File: src/rtl/res_pair_checker_fifo.sv
// res_chk_fifo: synchronous FIFO holding one result stream.
//   clk, rst     : clock, asynchronous active-high reset
//   clr          : synchronous flush (start of a run)
//   push, din    : write request and data; accepted when not full, or when full with a pop
//   pop, dout    : read request (ignored when empty) and head-of-queue data
//   full, empty  : occupancy flags
module res_chk_fifo #(
  parameter int DATA_WIDTH = 256,
  parameter int FIFO_DEPTH = 8
) (
  input  logic                  clk,
  input  logic                  rst,
  input  logic                  clr,
  input  logic                  push,
  input  logic                  pop,
  input  logic [DATA_WIDTH-1:0] din,
  output logic [DATA_WIDTH-1:0] dout,
  output logic                  full,
  output logic                  empty
);

  localparam int AW = $clog2(FIFO_DEPTH);

  logic [DATA_WIDTH-1:0] mem_r [FIFO_DEPTH];
  logic [AW:0]           wr_ptr_r;
  logic [AW:0]           rd_ptr_r;
  logic                  push_ok_s;
  logic                  pop_ok_s;

  // Pointers carry one extra wrap bit so full and empty can be told apart.
  assign empty     = (wr_ptr_r == rd_ptr_r);
  assign full      = (wr_ptr_r[AW] != rd_ptr_r[AW]) && (wr_ptr_r[AW-1:0] == rd_ptr_r[AW-1:0]);
  assign pop_ok_s  = pop & ~empty;
  // A pop frees the head slot in the same edge, so a push into a full buffer can still land.
  assign push_ok_s = push & (~full | pop_ok_s);
  assign dout      = mem_r[rd_ptr_r[AW-1:0]];

  // Read/write pointer update with synchronous flush.
  always_ff @(posedge clk or posedge rst) begin
    if (rst) begin
      wr_ptr_r <= '0;
      rd_ptr_r <= '0;
    end else if (clr) begin
      wr_ptr_r <= '0;
      rd_ptr_r <= '0;
    end else begin
      if (push_ok_s) wr_ptr_r <= wr_ptr_r + 1'b1;
      if (pop_ok_s)  rd_ptr_r <= rd_ptr_r + 1'b1;
    end
  end

  // Storage array write; contents are qualified by the pointers, so no reset is needed.
  always_ff @(posedge clk) begin
    if (push_ok_s && !clr) mem_r[wr_ptr_r[AW-1:0]] <= din;
  end

endmodule

File: config.mk
export PLATFORM = sky130hd
export DESIGN_NAME = res_chk_fifo
export DESIGN_NICKNAME = d
export VERILOG_FILES = /design/src/rtl/res_pair_checker_fifo.sv
export SDC_FILE = /design/constraint.sdc
export NUM_CORES = 1
export LEC_CHECK = 0
export ABC_CLOCK_PERIOD_IN_PS = 17850
export CORE_MARGIN = 2
export CORE_UTILIZATION = 45
export CTS_CLUSTER_DIAMETER = 30
export DETAILED_ROUTE_END_ITERATION = 8
export PLACE_DENSITY_LB_ADDON = 0.3
export SLEW_MARGIN = 25
export SYNTH_ARGS = -nofsm -noshare
export SYNTH_HDL_FRONTEND = slang
export SYNTH_SLANG_ARGS = --single-unit
File: constraint.sdc
create_clock -name clk -period 17.85 [get_ports clk]
set_clock_uncertainty 0.1 [all_clocks]
set_input_delay 3.57 -clock clk [delete_from_list [all_inputs] [get_ports clk]]
set_output_delay 3.57 -clock clk [all_outputs]
set_load 0.02 [all_outputs]
# Word-level counts from Yosys, hierarchy flattened
# Memories as Yosys holds them, arrays and structs flattened.
# Index checks and enable logic that the tools add are counted.
# word_totals
ff_bits	8
latch_bits	0
ram_bits	2048
romBits	0
elab_cells	24
n_memories	1
# classes
add_sub_neg	2
multipliers	0
div	0
n_lt_le_gt_ge	0
eq_ne	3
n_shift	0
muxes	6
n_bitwise	5
n_reduce_logical	5
# mem_list
name	words	width	read_ports	rd_ports_with_merged_regs	write_ports	line	rtl
mem_r	8	256	1	0	1	24	logic [DATA_WIDTH-1:0] mem_r [FIFO_DEPTH];
# op_table
op	count
two-way mux 4 bit	4
adder 4 x 1 -> 4 bit (second input constant)	2
equality test 4 bit	1
nonzero test 2 bit	2
equality test 3 bit	1
bitwise AND 1 bit	2
logical AND 1 bit	2
two-way mux 1 bit	2
NOT 1 bit	2
zero test 1 bit	1
inequality test 1 bit	1
bitwise OR 1 bit	1

# Logic depth before layout (Yosys ltp)
# Gate-level depths: netlist of run 1.
# logic_depth
depth_word	8
mapped_depth	6

# Worst setup path after synthesis of run 1
# No wires, ideal clock.
# synth_path
path_kind	input-to-reg
startpoint	in pop
endpoint	mem mem_r[1][0], enable pin
t_arrival_ns	21.270
t_required_ns	16.562
setup_slack_ns	-4.708
cell_stages	3
path_cell_list	clkbuf_1 > o211ai_1 > nor3_1
# synth_between
elab_chain_cells	6
# synth_lines
element	line	rtl
from (decl)	15	input logic pop,
bitwise AND 1 bit	33	assign pop_ok_s = pop & ~empty;
bitwise OR 1 bit	35	assign push_ok_s = push & (~full | pop_ok_s);
bitwise AND 1 bit	35	
logical AND 1 bit	54	if (push_ok_s && !clr) mem_r[wr_ptr_r[AW-1:0]] <= din;
two-way mux 1 bit	54	
two-way mux 1 bit (implied by the code)	54	
to (decl)	24	
# Every way passes these cells.

# Worst setup path after layout of run 1
# layout_path
startpoint	reg rd_ptr_r[0]
endpoint	out dout[76]
# layout_between
elab_chain_cells	1
# layout_lines
element	line	rtl
from (decl)	26	logic [AW:0] rd_ptr_r;
from (signal assigned)	48	if (pop_ok_s) rd_ptr_r <= rd_ptr_r + 1'b1;
memory (8 x 256 bit)	n/a	
to (decl)	17	output logic [DATA_WIDTH-1:0] dout,
# Every way passes these cells.

==> impl_metrics.toml, run 1 <==
[routing]
drtIter0Drc = 2732
route.met2.wl_microns = 87230
wl_per_cell_microns = 25.71
vias = 35303
met1_length_microns = 66720
firstDrtPassIters = 5
wl_met3_microns = 9552
wirelength_microns = 168400
top_layer = "met5"
via_per_inst = 5.389
ant_nets = 0
route.detailed.drc = 0

[synth]
ys_ff_latch = 2056
async_flop_share = 0.003891
syn_inst = 3041
synth-seq-area-share = 0.7967
synth_top_cell_by_area = "edfxtp_1"
synthMostInstantiatedCell = "edfxtp_1"
ys_types = 33
syn_area_per_cell_sq_um = 25.47
synth-edff-count = 2048
syn-num-nets = 3304
synth.area.top_cells = "edfxtp_1 79%, mux4_2 15%, mux2_2 3.7%"
synth_commonest_cells = "2048 x edfxtp_1, 512 x mux4_2, 256 x mux2_2, 56 x clkbuf_1, 48 x buf_2"
syn_area_sq_um = 77450
synth-main-ff-cell = "edfxtp_1"
synth_top_area_share = 0.7941
yosysWarnings = 0

[grt]
grt_first_pass_wirelength_microns = 246700
grt_overflow = 0
grt_antenna_before_repair = 39
gr-usage-all-layers = 0.1918
grt_pass1_vias = 37906
grt_start_max_net_pins = 150

[job]
maxCapViolCount = 0

[worst_setup_path]
endpoint_kind = "output pin"
required_ns = 14.18
reg2reg_to = "mem_r[3][128]"
cp_max_fo = 47
r2r_start = "rd_ptr_r[2]"
critical_path_class = "reg2out"
reg2regPathDepth = 8
cp.arrival_ns = 5.36
crit_top_cell = "buf_4"
path_cells = "buf_4 > buf_6 > buf_4 > mux4_2 > mux2_2 > clkdlybuf4s50_1"
r2r_setup_slack_ns = 11.46
slowest_stage = "buf_4"
cp-start-kind = "flip-flop"
cpPeakStageDelay_ns = 0.82

[min_path]
hold_depth = 2
hold_path.class = "reg2reg"
hp-start = "rd_ptr_r[3]"
min_to = "rd_ptr_r[3]"

[cells_and_area]
seqCellArea_sq_um = 61710
multiInputGateArea_sq_um = 14880
final_cell_area_sq_um = 99620
fillers = 12006
nNetsFinal = 4152
syn2layout_area_growth_pct = 28.62
layout-drive-gt1-share = 0.3527

[clock_network]
cts_tree = "built"
post_cts_buffers = 0
postCtsHoldBufs = 0
htree_levels = 5
cts_buffers = 417
clock-sinks = 2056
cts_root_buffer = "clkbuf_16"
clk_pin_slew_ns = 0.05
clk_latency_ns = 0.93
ctsResizeCount = 0
clk_path_buf_depth = 4

[power]
power_density_nw_per_um2 = 157.0
ir_drop_mv = 0.1138
power_leakage_nw = 31.58

[place]
place_area_sq_um = 85300
io_buffers = 518
hpwl_microns = 87500
globalplace.congestion = 0.7443

[timing]
min_period_ns = 9.032
hold_viol_final = 0
fin_hold_ws_ns = 0.4961
fin_crit_sh = 0.5060
tns_ns = 0
finalSetupViolations = 0
clock.fmax_mhz = 110.7
tightest_slew_ns = 1.097
relSlewSlack = 0.2687
rsz0062_at_grt = "no"
drv_slew = 0

[die]
die_w_microns = 418.9
num_rows = 152
die-area_sq_um = 175400
dieHeight_microns = 418.9
pin_count = 519
initial_utilization = 0.4520
core_area_sq_um = 171400

[outcome]
status = "finished, final reports clean"
## metal layers
metal | global-route usage | up-vias
met5 | 0 | -
met4 | 0.07936 | 14
met2 | 0.3235 | 1096
met1 | 0.2369 | 18833
li1 | - | 15057
met3 | 0.04831 | 303
## how the worst max path moves through the flow
stage	endpoint	cells after the start	startpoint	slack, ns
floorplan	mem_r[3][0]	3	pop	2.18
global placement	mem_r[0][130]	7	push	8.99
finish	dout[76]	6	rd_ptr_r[0]	8.82
detailed placement	mem_r[0][128]	7	clr	8.89
global route	dout[76]	6	rd_ptr_r[0]	8.36
CTS	dout[76]	6	rd_ptr_r[0]	8.30
## layout make-up
type	instances	share of cell area
multi-input combinational	831	0.1494
clock buffer	474	0.1082
inverter	6	0.0002261
tap	2310	0.02901
sequential	2056	0.6195
clock inverter	280	0.03493
antenna	17	0.0004270
timing repair buffer	577	0.05839
## cell families after synthesis
| family | after synthesis | share of synthesized area |
|---|---|---|
| mux | 770 | 0.1864 |
| fa+ha+maj | 2 | 0.0003231 |
| flops | 2056 | 0.7967 |
| buf+inv | 154 | 0.01212 |
| compound gates | 14 | 0.001292 |
| simple gates | 39 | 0.002569 |
| xor+xnor | 6 | 0.0006785 |
## metrics by stage
stage          utilization  instances  power, mW  setup WS [ns]
2_1_floorplan            -       3041      7.222          2.178
5_1_grt             0.5813       6550      16.17          8.361
6_report            0.5814       6551      15.64          8.818
4_1_cts             0.5810       6533      15.83          8.303
3_3_place_gp        0.4975       5777      7.999          8.988
3_5_place_dp        0.4978       5779      8.012          8.886
## critical path: cells and delay by family (launching register included)
kind / cells / cell delay (ns)
buf+inv: 4 / 2.60
mux: 2 / 0.88
flops: 1 / 0.73
## where the power goes
part / internal, mW / total (mW) / switching [mW]
logic: 1.23 / 2.39 / 1.16
registers: 5.45 / 5.49 / 0.0422
clock network: 5.34 / 7.76 / 2.42
total: 12.0 / 15.6 / 3.62
## cells in the final DEF (no fill, tap or decap), drive strengths merged, types with 2 or more instances in the layout
master,synthesis,final
nor2b,2,2
clkinvlp,0,49
o311ai,4,4
ha,2,2
nor2,13,13
nand2b,4,4
edfxtp,2048,2048
mux2,256,256
mux4,512,512
clkdlybuf4s50,0,518
nor3,4,4
xnor2,4,4
or3,2,2
mux2i,2,2
bufinv,0,72
nand2,4,4
a21oi,3,3
inv,6,25
o21ai,2,2
xor2,2,2
nand3,4,4
clkinv,0,140
buf,92,59
o211ai,2,2
nand4,2,2
clkbuf,56,474
diode,0,17
dfrtp,8,8
## sequential cells by signal, indices dropped and copies added, names as in the netlist
register  flops
mem_r      2048
rd_ptr_r      4
wr_ptr_r      4
Power figures use the tool's default switching activity.
==> inputs of run 2 (changes only) <==
--- a/config.mk
+++ b/config.mk
@@ -5,7 +5,7 @@
 export SDC_FILE = /design/constraint.sdc
 export NUM_CORES = 1
 export LEC_CHECK = 0
-export ABC_CLOCK_PERIOD_IN_PS = 17850
+export ABC_CLOCK_PERIOD_IN_PS = 8000
 export CORE_MARGIN = 2
 export CORE_UTILIZATION = 45
 export CTS_CLUSTER_DIAMETER = 30
==> constraint.sdc (replaced) <==
create_clock -name clk -period 8 [get_ports clk]
set_clock_uncertainty 0.1 [all_clocks]
set_input_delay 1.6 -clock clk [delete_from_list [all_inputs] [get_ports clk]]
set_output_delay 1.6 -clock clk [all_outputs]
set_load 0.02 [all_outputs]
==> impl_metrics.toml, run 2 (synthesis gave the netlist of run 1 again) <==
[clock_network]
ctsResizeCount = 0
clk_path_buf_depth = 4
htree_levels = 5
postCtsHoldBufs = 0
clk_latency_ns = 0.89
clock-sinks = 2056
cts_root_buffer = "clkbuf_16"
cts_buffers = 407
clk_pin_slew_ns = 0.05
post_cts_buffers = 0
cts_tree = "built"

[die]
pin_count = 519
core_area_sq_um = 171400
die_w_microns = 418.9
dieHeight_microns = 418.9
initial_utilization = 0.4520
die-area_sq_um = 175400
num_rows = 152

[routing]
route.detailed.drc = 0
firstDrtPassIters = 8
vias = 35382
wl_per_cell_microns = 25.66
via_per_inst = 5.418
wirelength_microns = 167600
drtIter0Drc = 2522
ant_nets = 0

[power]
power_density_nw_per_um2 = 342.7
ir_drop_mv = 0.2605
power_leakage_nw = 31.32

[cells_and_area]
nNetsFinal = 4155
fillers = 12094
stdcell_count = 6531
largest_reg_flops = 2048
final_common_cell = "edfxtp_1"
fin_util = 0.5786
mostFrequentLayoutCells = "2048 x edfxtp_1, 518 x clkdlybuf4s50_1, 512 x mux4_2, 412 x clkbuf_16, 256 x mux2_2"
syn2layout_area_growth_pct = 28.02
layout-drive-gt1-share = 0.3491

[worst_setup_path]
path_delay_family = "flip-flops"
cp_num_buf_inv = 2
critical_path_class = "reg2out"
cp-start-kind = "flip-flop"
cpPeakStageDelay_ns = 1.07
slowest_stage = "dfrtp_4"
cp.arrival_ns = 4.14
crit_start = "rd_ptr_r[1]"
r2r_start = "rd_ptr_r[0]"
path_cells = "buf_12 > mux4_2 > mux2_2 > clkdlybuf4s50_1"
endpoint_kind = "output pin"
required_ns = 6.30
cp_max_fo = 119

[job]
maxCapViolCount = 0

[timing]
drv_slew = 0
relSlewSlack = 0.2065
fin_crit_sh = 0.7304
rsz0062_at_grt = "no"
tightest_slew_ns = 1.190
clock.fmax_mhz = 171.1
min_period_ns = 5.843
hold_viol_final = 0
finalSetupViolations = 0

[min_path]
hold_path.class = "reg2reg"
hp-start = "rd_ptr_r[3]"

[place]
dp.cells = 5793
globalplace.congestion = 0.7314
hpwl_microns = 89380
io_buffers = 518

[grt]
grt_start_max_net_pins = 121
grt_pass1_vias = 38350
grt_first_pass_wirelength_microns = 246800
grt_overflow = 0
gr-usage-all-layers = 0.1915
grt_antenna_before_repair = 26

[outcome]
status = "finished, final reports clean"
run 2: changes by cell type in the layout (fill, tap and decap cells not counted), sizes merged:
cell,delta
buf,+13
clkinv,+15
bufinv,-17
clkinvlp,+1
diode,-1
inv,-5
clkbuf,-26
run 2: area by class of cell:
type                            count  area (sq um)  share of cell area
Antenna cell                       16         40.04           0.0004038
Clock buffer                      448         10450              0.1054
Clock inverter                    274          2988             0.03014
Inverter                            6         22.52           0.0002272
Multi-Input combinational cell    831         14890              0.1501
Sequential cell                  2056         61710              0.6224
Tap cell                         2310          2890             0.02915
Timing Repair Buffer              590          6163             0.06217
run 2: worst min-delay path, stage by stage, from the launching register on:
cell	delay, ns
dfrtp_1	0.41
o21ai_0	0.09
a21oi_1	0.06
run 2: layer usage:
layer  part of all wire  track usage
met1               0.40       0.2405
met2               0.52       0.3221
met3              0.058      0.04536
met4              0.030      0.07630
met5            0.00026            0
run 2: final timing paths:
kind | endpoint | slack [ns] | cells after the start
min reg2reg | rd_ptr_r[3] | 0.50 | 2
max | dout[105] | 2.16 | 4
max in group asynchronous | rd_ptr_r[1] | 6.62 | 2
min in group asynchronous | wr_ptr_r[1] | 0.89 | 2
min | rd_ptr_r[3] | 0.50 | 2
max reg2reg | mem_r[0][132] | 3.39 | 6
run 2: metrics by stage:
stage	instance area (sq um)	total power, mW	TNS, ns	setup slack [ns]	hold WS [ns]
2_1_floorplan	77500	16.07	-2239.70	-1.244	0.4695
3_3_place_gp	85670	17.89	0	2.909	0.4842
3_5_place_dp	85670	17.93	0	2.870	0.4910
4_1_cts	99110	34.41	0	1.938	0.4986
5_1_grt	99140	35.16	0	1.902	0.5445
6_report	99150	33.98	0	2.157	0.4986
run 2: power by group:
part / internal (mW) / switching (mW) / leakage, nW / total (mW)
Sequential: 12.2 / 0.130 / 18.6 / 12.3
Clock: 11.1 / 5.26 / 6.43 / 16.3
Combinational: 2.78 / 2.57 / 6.28 / 5.35
Total: 26.0 / 7.96 / 31.3 / 34.0
